===== src/rtl/lzc_pkg.sv =====
// Shared constants and helpers for the leading-zero-count / normalize pipeline.
package lzc_pkg;

   // Operand is scanned in groups of this many bits.
   localparam int GRP_W = 4;

   // Ceiling log2 for elaboration-time sizing (clog2(1) = 0).
   function automatic int clog2(input int value);
      int r;
      r = 0;
      for (int i = 0; i < 31; i++) begin
         if ((1 << i) < value) begin
            r = i + 1;
         end
      end
      return r;
   endfunction

endpackage


===== src/rtl/lzc_nibble.sv =====
// Leading-zero position inside one 4-bit group; purely combinational.
module lzc_nibble
   import lzc_pkg::*;
(
   input  logic [GRP_W-1:0] nib_i,
   output logic             nz_o,
   output logic [1:0]       pos_o
);

   assign nz_o = |nib_i;

   // Position of the highest set bit counted from the group MSB; 0 when empty.
   always_comb begin
      pos_o = 2'd0;
      casez (nib_i)
         4'b1???: pos_o = 2'd0;
         4'b01??: pos_o = 2'd1;
         4'b001?: pos_o = 2'd2;
         4'b0001: pos_o = 2'd3;
         default: pos_o = 2'd0;
      endcase
   end

endmodule


===== src/rtl/lzc_norm_pipe.sv =====
// Two-stage leading-zero count and left-normalize with valid/ready flow control.
// Stage 1 registers per-group flags/positions, stage 2 combines them and shifts.
module lzc_norm_pipe
   import lzc_pkg::*;
#(
   parameter  int WIDTH = 16,
   parameter  int TAG_W = 4,
   localparam int CNT_W = clog2(WIDTH) + 1
) (
   input  logic             clk,
   input  logic             rst,
   input  logic             in_valid,
   output logic             in_ready,
   input  logic [WIDTH-1:0] in_data,
   input  logic [TAG_W-1:0] in_tag,
   output logic             out_valid,
   input  logic             out_ready,
   output logic [CNT_W-1:0] out_count,
   output logic             out_zero,
   output logic [WIDTH-1:0] out_norm,
   output logic [TAG_W-1:0] out_tag
);

   localparam int NG = WIDTH / GRP_W;

   logic [NG-1:0]       grp_nz;
   logic [NG-1:0][1:0]  grp_pos;

   logic                s1_valid_q;
   logic [NG-1:0]       s1_nz_q;
   logic [NG-1:0][1:0]  s1_pos_q;
   logic [WIDTH-1:0]    s1_data_q;
   logic [TAG_W-1:0]    s1_tag_q;

   logic                s2_valid_q;
   logic [CNT_W-1:0]    s2_count_q;
   logic                s2_zero_q;
   logic [WIDTH-1:0]    s2_norm_q;
   logic [TAG_W-1:0]    s2_tag_q;

   logic [CNT_W-1:0]    count_d;
   logic                zero_d;
   logic [WIDTH-1:0]    norm_d;

   logic                s1_advance;
   logic                in_fire;
   logic                out_fire;

   // Group g covers in_data[4g+3:4g]; group NG-1 holds the MSBs.
   for (genvar g = 0; g < NG; g++) begin : g_nib
      lzc_nibble u_nib (
         .nib_i (in_data[g*GRP_W +: GRP_W]),
         .nz_o  (grp_nz[g]),
         .pos_o (grp_pos[g])
      );
   end

   // Ready path is combinational from out_ready so a full pipe still streams.
   assign out_fire   = s2_valid_q & out_ready;
   assign s1_advance = s1_valid_q & (~s2_valid_q | out_ready);
   assign in_ready   = ~s1_valid_q | s1_advance;
   assign in_fire    = in_valid & in_ready & ~rst;

   // Stage 1: capture per-group results along with the raw operand and tag.
   always_ff @(posedge clk) begin
      if (rst) begin
         s1_valid_q <= 1'b0;
         s1_nz_q    <= '0;
         s1_pos_q   <= '0;
         s1_data_q  <= '0;
         s1_tag_q   <= '0;
      end else if (in_fire) begin
         s1_valid_q <= 1'b1;
         s1_nz_q    <= grp_nz;
         s1_pos_q   <= grp_pos;
         s1_data_q  <= in_data;
         s1_tag_q   <= in_tag;
      end else if (s1_advance) begin
         s1_valid_q <= 1'b0;
      end
   end

   // Priority select: the most significant nonzero group wins (later loop pass overrides).
   always_comb begin
      zero_d  = 1'b1;
      count_d = CNT_W'(WIDTH);
      for (int g = 0; g < NG; g++) begin
         if (s1_nz_q[g]) begin
            zero_d  = 1'b0;
            count_d = CNT_W'((NG - 1 - g) * GRP_W) + CNT_W'(s1_pos_q[g]);
         end
      end
      norm_d = s1_data_q << count_d;
   end

   // Stage 2: output registers hold steady while downstream stalls.
   always_ff @(posedge clk) begin
      if (rst) begin
         s2_valid_q <= 1'b0;
         s2_count_q <= '0;
         s2_zero_q  <= 1'b0;
         s2_norm_q  <= '0;
         s2_tag_q   <= '0;
      end else if (s1_advance) begin
         s2_valid_q <= 1'b1;
         s2_count_q <= count_d;
         s2_zero_q  <= zero_d;
         s2_norm_q  <= norm_d;
         s2_tag_q   <= s1_tag_q;
      end else if (out_fire) begin
         s2_valid_q <= 1'b0;
      end
   end

   assign out_valid = s2_valid_q;
   assign out_count = s2_count_q;
   assign out_zero  = s2_zero_q;
   assign out_norm  = s2_norm_q;
   assign out_tag   = s2_tag_q;

endmodule


===== config.mk =====
export PLATFORM = sky130hd
export DESIGN_NAME = lzc_norm_pipe
export DESIGN_NICKNAME = d
export VERILOG_FILES = /design/src/rtl/lzc_pkg.sv /design/src/rtl/lzc_nibble.sv /design/src/rtl/lzc_norm_pipe.sv
export SDC_FILE = /design/constraint.sdc
export NUM_CORES = 1
export LEC_CHECK = 0
export ABC_AREA = 0
export BUFFER_PORTS_ARGS = -buffer_cell sky130_fd_sc_hd__buf_2
export CAP_MARGIN = 20
export CORE_MARGIN = 2
export CORE_UTILIZATION = 37
export DETAILED_ROUTE_END_ITERATION = 10
export PLACE_DENSITY_LB_ADDON = 0.25
export SYNTH_ARGS = -nofsm -noshare
export SYNTH_HDL_FRONTEND = slang
export SYNTH_SLANG_ARGS = --single-unit
export TNS_END_PERCENT = 50

===== constraint.sdc =====
create_clock -name clk -period 1.9 [get_ports clk]
set_input_delay 0.38 -clock clk [delete_from_list [all_inputs] [get_ports clk]]
set_output_delay 0.38 -clock clk [all_outputs]
set_load 0.02 [all_outputs]

==> results of run 1 <==
[layout make-up]
type	count	area, um2	share of cell area (%)
Tap cell	102	128	3.25
Clock inverter	4	25.0	0.638
Sequential cell	59	1190	30.3
Timing Repair Buffer	91	628	16.0
Inverter	5	18.8	0.479
Clock buffer	12	155	3.96
Multi-Input combinational cell	286	1780	45.3
[flip-flops by register name (all words and copies together) (netlist names), 4 cells and up]
register / count
out_norm: 16
s1_data_q: 16
s1_pos_q: 8
out_count: 5
out_tag: 4
s1_nz_q: 4
s1_tag_q: 4
[worst min-delay path, stage by stage]
cell and delay, ns:
buf_2 0.09, a21oi_1 0.04, nor2_1 0.07
[path summary, 6_finish.rpt]
path                 endpoint  slack [ns]  cells after the start
setup reg to reg  out_norm[6]       -0.11                      5
setup / recovery  out_norm[6]       -0.11                      5
hold reg to reg   out_norm[1]        0.45                      2
hold / removal     s1_valid_q        0.28                      3
[cells in the final DEF, fill, tap and decap left out, types with 3 or more instances in the layout]
cell type and n:
mux2i_2 8, or3_1 3, nor3_1 5, a311oi_1 5, buf_4 33, nor2_1 34
a21oi_1 50, nand3b_1 3, a22oi_1 6, mux2i_1 29, a211oi_2 5, nand3_1 7
inv_1 5, nor4_1 6, dfxtp_1 55, clkbuf_8 11, o21ai_1 4, buf_2 51
buf_12 6, nor2b_1 3, dfxtp_2 3, nand2_1 86
[power groups by stage]
| stage | combinational (mW) | sequential, mW | clock (mW) |
|---|---|---|---|
| 2_1_floorplan | 0.398 | 1.38 | 0 |
| 3_3_place_gp | 0.656 | 1.37 | 0 |
| 3_5_place_dp | 0.660 | 1.38 | 0 |
| 4_1_cts | 0.706 | 1.35 | 1.06 |
| 5_1_grt | 0.795 | 1.36 | 1.11 |
| 6_report | 0.730 | 1.36 | 1.04 |
[stage by stage]
| step | hold WS, ns | worst slack [ns] | cells | TNS [ns] |
|---|---|---|---|---|
| after floorplan | 0.432 | -0.00776 | 377 | -0.00776 |
| after global placement | 0.440 | -0.135 | 539 | -0.307 |
| after detailed placement | 0.437 | -0.144 | 539 | -0.617 |
| after CTS | 0.269 | -0.0529 | 560 | -0.161 |
| after global routing | 0.257 | -0.186 | 559 | -0.970 |
| final | 0.277 | -0.108 | 559 | -0.182 |
[per-layer routing]
| metal | global-route usage (%) | vias up |
|---|---|---|
| li1 | - | 1473 |
| met1 | 26.2 | 1374 |
| met2 | 30.8 | 76 |
| met3 | 5.62 | 16 |
| met4 | 7.25 | 0 |
| met5 | 0 | - |
[logic make-up (layout without fill, tap and decap cells)]
| group | Yosys count | count (layout) | synth area share [%] |
|---|---|---|---|
| AO/OA/AOI/OAI | 88 | 88 | 18.4 |
| buffers and inverters | 32 | 112 | 5.28 |
| flip-flops | 59 | 59 | 39.6 |
| multiplexers | 39 | 39 | 13.5 |
| AND/OR/NAND/NOR | 159 | 159 | 23.2 |
[timing repair]
item                                    CTS  global route
setup buffers                             5             0
resized for setup                        14            18
cloned                                    0             0
pin swaps                                 7             6
endpoints found under the setup margin   11            13
==> impl_results.md, run 1 <==
* Run status: complete, but fails checks
* Failing checks: setup timing
* Endpoint class of the critical path: flop
* CP bufs+invs at 0
* Vias at ~2900
* Fmax at roughly 0.50 GHz
* # diodes at 0
* DRC Markers at 0
* Clk slew on worst S/H paths at 0.07 ns
* Pin count of the biggest net entering global routing at 46
* Grt ovf at 0
* # IOs at 52
* DR top layer: met4
* Ys Warns at 0
* Clk buf depth at 2
* Post-Syn Nets at 401
* Hold Path Origin: in_valid
* Cts hold-fix bufs at 0
* Mapped Avg Cell Area at approximately 7.9 um2
* DIE WIDTH at between 90 and 100 um
* WL met3 at roughly 340 um
* Leak at about 1.7 nW
* WL final at between 8 and 9 mm
* Cts bufs inserted at 9
* R2r startpoint: s1_nz_q[1]
* Most common library cells after synthesis: nand2_1 (86), dfxtp_1 (59), a21oi_1 (52), mux2i_1 (38), nor2_1 (35)
* MaxCap Viol Count at 0
* DR iter-0 viols at about 180
* Area Overhead vs Synth at 31.4%
* Comb power frac at between 20% and 30%
* Initial antenna violation count at 0
* GPL Wtd Cong at slightly below 0.9
* Post-DR vias/cell at 5.26
* CP startpoint: s1_nz_q[1]
* Synth Instances at 377
* Util after Layout at 50.5%
* CTS tree: done
* Top FF cell, synth: dfxtp_1
* Fillers at a little under 800
* Seq cells post-synth at ~60
* Site Rows at 32
* ANT nets after route at 0
* CP Class: flop to flop
* Post-route cell area at 0.00392 mm2
* Part of the cycle the worst path needs at 106%
* Top delay family on crit path: multiplexers
* Critical Path Source Type: flop
* CP max-delay cell: mux4_2
* Final Worst Setup Slack at -0.108 ns
* Distinct cells, synth at 40
* Aggregate global-route resource usage at 19.9%
* Slowest stage delay, CP at slightly below 0.6 ns
* Vias in the first global route at roughly 2800
* EDFF count, synth at 0
* Final hold violation count at 0
* Detailed Place HPWL at a little under 6 mm
* Final setup fails at 4
* Clock root buffer: clkbuf_8
* M1 WL at 3.90 mm
* PwrDens at about 800 mW/mm2
* Worst endpoint required time at roughly 2.2 ns
* Die area at 0.00880 mm2
* Clk Latency, worst-skew pair at about 0.34 ns
* Final nets at ~480
* First-pass GRT wire length at approximately 14 mm
* Psw at 948 uW
* H-Tree Depth at 3
* Least-Margin Pin Slew at between 0.7 and 0.8 ns
* FFs w/ async S/R, synth at 0%
* Share of power burned in registers at between 40% and 50%
* Core box area at a little under 0.008 mm2
* Top cell type's share of synthesized area at approximately two fifths
* Yosys top cell by area: dfxtp_1
* CP Max Fanout at 6
* Relative slew slack at 51.0%
* Power Internal at approximately 2.2 mW
* Clock share of power at between 30% and 40%
* Area after DPL at about 0.0036 mm2
* Final Power at between 3 and 4 mW
* I/O Buffers at between 50 and 60
* WL/cell at 14.6 um
* Post-Syn Area at around 0.0030 mm2
* Worst VDD drop at approximately 0.00051 V
* Initial core utilization at 38.4%
* Met2 wire len at ~3.8 mm
* Synth top area cells: dfxtp_1 (40%), mux2i_1 (13%), nand2_1 (11%), a21oi_1 (8.7%), nor2_1 (4.4%)
* DRT Pass-1 Iters at 4
* Sw Ratio at approximately 30%
* Most instantiated library cell after synthesis: nand2_1
* Die height at approximately 94 um
* Max Slew Vio Count at 0
* Critical path arrival at around 2.3 ns
* Crit-path cells: nand3b_1 > a211oi_2 > mux4_2 > or3_4 > a21oi_2
* Final critical-path required period at between 2 and 2.5 ns
* Worst Skew at roughly 0.010 ns
* Worst Hold Class: input port to flop
* Sequential area share after synthesis at between 30 and 40%
* Share of layout cells above drive strength 1 at a little under a third
* RSZ-0062 raised after global routing: yes
* Clock Sink Count at 59
No activity file was read; power rests on OpenSTA's default activity.
==> run 2: changes to the inputs <==
--- a/config.mk
+++ b/config.mk
@@ -12,6 +12,7 @@
 export CORE_UTILIZATION = 37
 export DETAILED_ROUTE_END_ITERATION = 10
 export PLACE_DENSITY_LB_ADDON = 0.25
+export RECOVER_POWER = 25
 export SYNTH_ARGS = -nofsm -noshare
 export SYNTH_HDL_FRONTEND = slang
 export SYNTH_SLANG_ARGS = --single-unit
==> constraint.sdc (replaced) <==
create_clock -name clk -period 2 [get_ports clk]
set_input_delay 0.4 -clock clk [delete_from_list [all_inputs] [get_ports clk]]
set_output_delay 0.4 -clock clk [all_outputs]
set_load 0.02 [all_outputs]
==> run 2 against run 1 <==
The flow still finishes with violations (setup timing). Die area unchanged. Global-route usage shrank 0.16 points. Power grew 5.1%. Non-clock buffer count up 16. Cell count is 2.9% higher. Highest routed layer unchanged. Critical path depth is 2 higher. Worst setup slack gained 0.065 ns. Combinational power grew 7.3%. Count of clock-buffer cells in the layout stayed put.
==> impl_results.md, run 2 (same netlist as run 1, synthesis figures left out) <==
* Worst VDD drop at 0.000418 V (-17%)
* Fmax at 0.490 GHz (-1.7%)
* WL final at 8.88 mm (+8.4%)
* Worst Skew at 0.00720 ns (-0.00324 ns)
* Cells on worst reg2reg path at 7 (+2)
* Hold path cells at 3 (unchanged)
* Endpoint class of the critical path: flop
* Failing checks: setup timing
* Most frequent cells in the layout: nand2_1 (85), dfxtp_1 (55), a21oi_1 (50)
* Run status: complete, but fails checks
* Post-DR vias/cell at 5.32 (+1.2%)
* Relative slew slack at 50.3% (-0.67 points)
* Worst endpoint required time at 2.29 ns (+0.13 ns)
* Leak at 1.68 nW (+1.7%)
* Fillers at 765 (-2.7%)
* Share of layout cells above drive strength 1 at 30.0% (-0.61 points)
* ANT nets after route at 0 (unchanged)
* Die height at 93.8 um (unchanged)
* Area of the multi-input gates at 0.00185 mm2 (+3.8%)
* Reg2reg end: out_norm[6]
* WL/cell at 15.4 um (+5.4%)
* Area after DPL at 0.00363 mm2 (+1.3%)
* Site Rows at 32 (unchanged)
* Final Worst Setup Slack at -0.0426 ns (+0.0655 ns)
* Initial antenna violation count at 0 (unchanged)
* Reg2Reg Setup Slack at -0.04 ns (+0.07 ns)
* I/O Buffers at 51 (unchanged)
* Hold Path Origin: in_valid
* Crit-path cells: buf_6 > buf_6 > o21bai_4 > mux2i_2 > mux4_2 > or3_4 > a21oi_2
* Final nets at 492 (+3.4%)
* Aggregate global-route resource usage at 19.7% (-0.16 points)
* Clock Sink Count at 59 (unchanged)
* Worst Hold Class: input port to flop
* Critical Path Source Type: flop
* Area Overhead vs Synth at 39.2%
* First-pass GRT wire length at 13.6 mm (-0.85%)
* Util after Layout at 53.5% (+3.0 points)
* Cts bufs inserted at 9 (unchanged)
* DIE WIDTH at 93.8 um (unchanged)
* H-Tree Depth at 3 (unchanged)
* Final setup fails at 3 (-1)
* Max Slew Vio Count at 0 (unchanged)
* Final critical-path required period at 2.04 ns (+0.0345 ns)
* Inst Count DP at 547 (+1.5%)
* Grt ovf at 0 (unchanged)
* Final Power at 3.28 mW (+5.1%)
* Vias at 3058 (+4.0%)
* CP most frequent cell: buf_6
* Vias in the first global route at 2855 (+0.32%)
* Final non-filler cell total at 575 (+2.9%)
* RSZ-0062 raised after global routing: yes
* R2r startpoint: s1_nz_q[3]
* Initial core utilization at 38.4% (unchanged)
* WHS at 0.284 ns (+0.00657 ns)
* Die area at 0.00880 mm2 (unchanged)
* DRC Markers at 0 (unchanged)
* DRT Pass-1 Iters at 4 (unchanged)
* Core box area at 0.00777 mm2 (unchanged)
* Critical path arrival at 2.33 ns (+0.06 ns)
* Cts hold-fix bufs at 0 (unchanged)
* Hold path endpoint: s1_valid_q
* Clk Latency, worst-skew pair at 0.35 ns (about the same)
* DR iter-0 viols at 194 (+11%)
* # diodes at 0 (unchanged)
* Pin count of the biggest net entering global routing at 37 (-20%)
* Final hold violation count at 0 (unchanged)
* Part of the cycle the worst path needs at 102% (-3.6 points)
* Setup TNS at -0.0791 ns (+0.103 ns)
* Commonest non-fill, non-tap cell in the layout: nand2_1
* CTS tree: done
* Least-Margin Pin Slew at 0.743 ns (+0.00994 ns)
* PwrDens at 790 mW/mm2 (-0.84%)
* GPL Wtd Cong at 0.849 (-4.7%)
* Clock root buffer: clkbuf_8
* CP Max Fanout at 6 (unchanged)
* Post-route cell area at 0.00416 mm2 (+6.0%)
* Register Area at 0.00119 mm2 (+0.21%)
* CP Class: flop to flop
* Detailed Place HPWL at 6.20 mm (+4.2%)
* Slowest stage delay, CP at 0.51 ns (-0.08 ns)
* # IOs at 52 (unchanged)
* Clk slew on worst S/H paths at 0.07 ns (about the same)
* Clk buf depth at 2 (unchanged)
* CP max-delay cell: mux4_2
* MaxCap Viol Count at 0 (unchanged)
* DP Worst Slack at -0.103 ns (+0.0417 ns)
## run 2: changes by cell type in the layout (fill, tap and decap cells not counted), moves of 3 or more
cell,previous run,this run
a211oi_2,5,2
buf_2,51,34
buf_4,33,39
buf_6,0,10
clkbuf_1,1,20
mux2i_1,29,24
mux2i_4,1,4
## run 2: worst max-delay path by stage
| stage | cells after the start | slack [ns] | from | to |
|---|---|---|---|---|
| after CTS | 8 | -0.02 | s1_nz_q[1] | out_norm[13] |
| after floorplan | 6 | 0.09 | s1_nz_q[1] | out_norm[6] |
| final | 7 | -0.04 | s1_nz_q[3] | out_norm[6] |
| after global placement | 8 | -0.06 | s1_nz_q[1] | out_norm[13] |
| after detailed placement | 7 | -0.10 | out_ready | out_norm[12] |
| after global routing | 9 | -0.10 | s1_nz_q[3] | out_norm[14] |
## run 2: area by class of cell
type / count / area share, %
timing repair buffer: 107 / 18.1
inverter: 5 / 0.452
tap: 102 / 3.07
multi-input combinational: 286 / 44.4
clock inverter: 4 / 1.78
sequential: 59 / 28.7
clock buffer: 12 / 3.49
## run 2: timing repair
action / 4_1_cts / 5_1_grt
endpoints found under the setup margin: 8 / 13
resized for setup: 12 / 47
setup buffers: 4 / 9
pin swaps: 2 / 16
## run 2: routing by layer
layer | up-vias | global-route usage (%) | part of all wire, % | routed length, um
li1 | 1497 | - | - | -
met1 | 1427 | 25.4 | 44 | 3870
met2 | 113 | 31.3 | 48 | 4270
met3 | 21 | 5.06 | 5.5 | 491
met4 | 0 | 8.09 | 2.7 | 244
met5 | - | 0 | 0 | 0
## run 2: worst max-delay path: cells and delay by family (launching register included)
family / cells / cell delay, ns
flip-flops: 1 / 0.37
multiplexers: 2 / 0.69
buffers and inverters: 2 / 0.23
AO/OA/AOI/OAI: 2 / 0.31
AND/OR/NAND/NOR: 1 / 0.38
## run 2: power breakdown
group | total (mW) | switching, mW | leakage (nW) | internal (mW)
Combinational | 0.783 | 0.406 | 1.08 | 0.377
Clock | 1.21 | 0.470 | 0.111 | 0.736
Sequential | 1.29 | 0.0628 | 0.484 | 1.23
Total | 3.28 | 0.939 | 1.68 | 2.34
==> run 3: changes to the inputs <==
--- a/config.mk
+++ b/config.mk
@@ -11,7 +11,6 @@
 export CORE_MARGIN = 2
 export CORE_UTILIZATION = 37
 export DETAILED_ROUTE_END_ITERATION = 10
-export PLACE_DENSITY_LB_ADDON = 0.25
 export RECOVER_POWER = 25
 export SYNTH_ARGS = -nofsm -noshare
 export SYNTH_HDL_FRONTEND = slang
==> run 3 against run 2 <==
The flow now finishes without violations. Clock power is 5% lower. Clock skew down 0.0028 ns. Global-route usage is 0.61 points lower. Largest cell class unchanged. Register-to-register slack improved by 0.06 ns. Sequential cell count is the same. Worst hold slack better by 0.0085 ns. Non-clock buffer count decreased by 18. Largest power group unchanged. Sequential power is essentially flat. Power decreased by 5.4%. Wire length fell by 9.4%. Core utilization shrank 3.3 points.
==> impl_results.md, run 3 (same netlist as run 1, synthesis figures left out) <==
* Run status: finished, final reports clean
* Sw Ratio at 27.8% (-0.82 points)
* Setup TNS at 0 ns (+0.0791 ns)
* First-pass GRT wire length at 13.1 mm (-3.3%)
* Final setup fails at 0 (-3)
* WHS at 0.293 ns (+0.00848 ns)
* R2r startpoint: s1_nz_q[3]
* Max Slew Vio Count at 0 (unchanged)
* Final nets at 474 (-3.7%)
* Die area at 0.00880 mm2 (unchanged)
* DR iter-0 viols at 186 (-4.1%)
* Vias in the first global route at 2712 (-5.0%)
* Clk Latency, worst-skew pair at 0.34 ns (about the same)
* Final Worst Setup Slack at 0.0204 ns (+0.0630 ns)
* CP Class: flop to flop
* WL/cell at 14.5 um (-6.3%)
* Worst VDD drop at 0.000494 V (+18%)
* ANT nets after route at 0 (unchanged)
* Util after Layout at 50.2% (-3.3 points)
* Area Overhead vs Synth at 30.6%
* DIE WIDTH at 93.8 um (unchanged)
* Leak at 1.66 nW (-0.84%)
* Hold path cells at 3 (unchanged)
* Cells on worst reg2reg path at 8 (+1)
* Relative slew slack at 53.6% (+3.3 points)
* Site Rows at 32 (unchanged)
* Initial antenna violation count at 0 (unchanged)
* Core box area at 0.00777 mm2 (unchanged)
* Most frequent cells in the layout: nand2_1 (86), dfxtp_1 (55), a21oi_1 (52)
* Grt ovf at 0 (unchanged)
* # IOs at 52 (unchanged)
* Final critical-path required period at 1.98 ns (-0.0630 ns)
* Die height at 93.8 um (unchanged)
* Clk buf depth at 2 (unchanged)
* WL final at 8.04 mm (-9.4%)
* Worst endpoint required time at 2.28 ns (about the same)
* Part of the cycle the worst path needs at 99.0% (-3.2 points)
* Clock root buffer: clkbuf_8
* Critical Path Source Type: flop
* Fmax at 0.505 GHz (+3.2%)
* Reg2reg end: out_norm[12]
* Worst Skew at 0.00442 ns (-0.00279 ns)
* Inst Count DP at 535 (-2.2%)
* DP Worst Slack at -0.0464 ns (+0.0563 ns)
* Final non-filler cell total at 556 (-3.3%)
* MaxCap Viol Count at 0 (unchanged)
* Post-route cell area at 0.00390 mm2 (-6.2%)
* GPL Wtd Cong at 0.866 (+2.0%)
* Share of power burned in registers at 41.6% (+2.2 points)
* Clock share of power at 37.1% (+0.4 points)
* CP Max Fanout at 9 (+3)
* Share of layout cells above drive strength 1 at 27.8% (-2.3 points)
* Hold path endpoint: s1_tag_q[2]
* Cts bufs inserted at 9 (unchanged)
* Comb power frac at 21.3% (-2.5 points)
* PwrDens at 797 mW/mm2 (+0.82%)
* DRC Markers at 0 (unchanged)
* Final hold violation count at 0 (unchanged)
* Vias at 2876 (-6.0%)
* Area after DPL at 0.00353 mm2 (-2.8%)
* # diodes at 0 (unchanged)
* Worst Hold Class: input port to flop
* Clock Sink Count at 59 (unchanged)
* RSZ-0062 raised after global routing: yes
* Pin count of the biggest net entering global routing at 37 (unchanged)
* Clk slew on worst S/H paths at 0.06 ns (about the same)
* Commonest non-fill, non-tap cell in the layout: nand2_1
* CTS tree: done
* Power Internal at 2.24 mW (-4.3%)
* Reg2Reg Setup Slack at 0.02 ns (+0.06 ns)
* Final Power at 3.11 mW (-5.4%)
* Endpoint class of the critical path: flop
* Critical path arrival at 2.26 ns (-0.07 ns)
* Hold Path Origin: in_tag[2]
* Psw at 863 uW (-8.1%)
* CP startpoint: s1_nz_q[3]
* I/O Buffers at 51 (unchanged)
* DRT Pass-1 Iters at 4 (unchanged)
* Initial core utilization at 38.4% (unchanged)
* H-Tree Depth at 3 (unchanged)
* Least-Margin Pin Slew at 0.694 ns (-0.0489 ns)
* Post-DR vias/cell at 5.17 (-2.7%)
* Aggregate global-route resource usage at 19.1% (-0.61 points)
* Detailed Place HPWL at 5.83 mm (-6.1%)
## run 3: cell count changes in the layout (fill, tap and decap cells not counted), sizes merged
cell and delta:
clkinv -2, clkbuf -15, bufinv -1, buf -1
## run 3: layout make-up
type	count	area [um2]
Inverter	5	18.8
Fill cell	776	3870
Multi-Input combinational cell	286	1750
Sequential cell	59	1190
Clock buffer	14	183
Clock inverter	1	30.0
Timing Repair Buffer	89	596
Tap cell	102	128
## run 3: routing by layer
metal  global-route usage [%]  vias to the layer above  part of all wire, %
li1                         -                     1467                    -
met4                     7.73                        0                  2.0
met3                     5.70                       15                  5.2
met5                        0                        -                    0
met1                     25.7                     1320                   48
met2                     28.5                       74                   45
## run 3: how the worst max path moves through the flow
stage / cells past startpoint / end
final: 8 / out_norm[12]
after detailed placement: 7 / out_norm[13]
after global placement: 8 / out_norm[12]
after CTS: 7 / out_norm[12]
after global routing: 7 / out_norm[6]
after floorplan: 6 / out_norm[6]
## run 3: timing repair
action,4_1_cts,5_1_grt
resized for setup,3,21
setup buffers,0,5
hold buffers,0,0
hold endpoints to repair,0,0
cloned,0,1
pin swaps,0,2
endpoints found under the setup margin,4,11
## run 3: worst max-delay path: stages (launching register included)
cell	delay, ns
dfxtp_4	0.39
nor2_1	0.25
buf_4	0.20
o21ai_1	0.08
or3_1	0.34
a2111oi_1	0.35
buf_4	0.19
a21oi_1	0.03
nand3_1	0.11
## run 3: power by group through the flow
stage	logic (mW)	registers [mW]	clock network, mW
2_1_floorplan	0.378	1.31	0
3_3_place_gp	0.597	1.31	0
4_1_cts	0.603	1.28	1.19
6_report	0.662	1.29	1.15
3_5_place_dp	0.597	1.31	0
5_1_grt	0.722	1.30	1.23
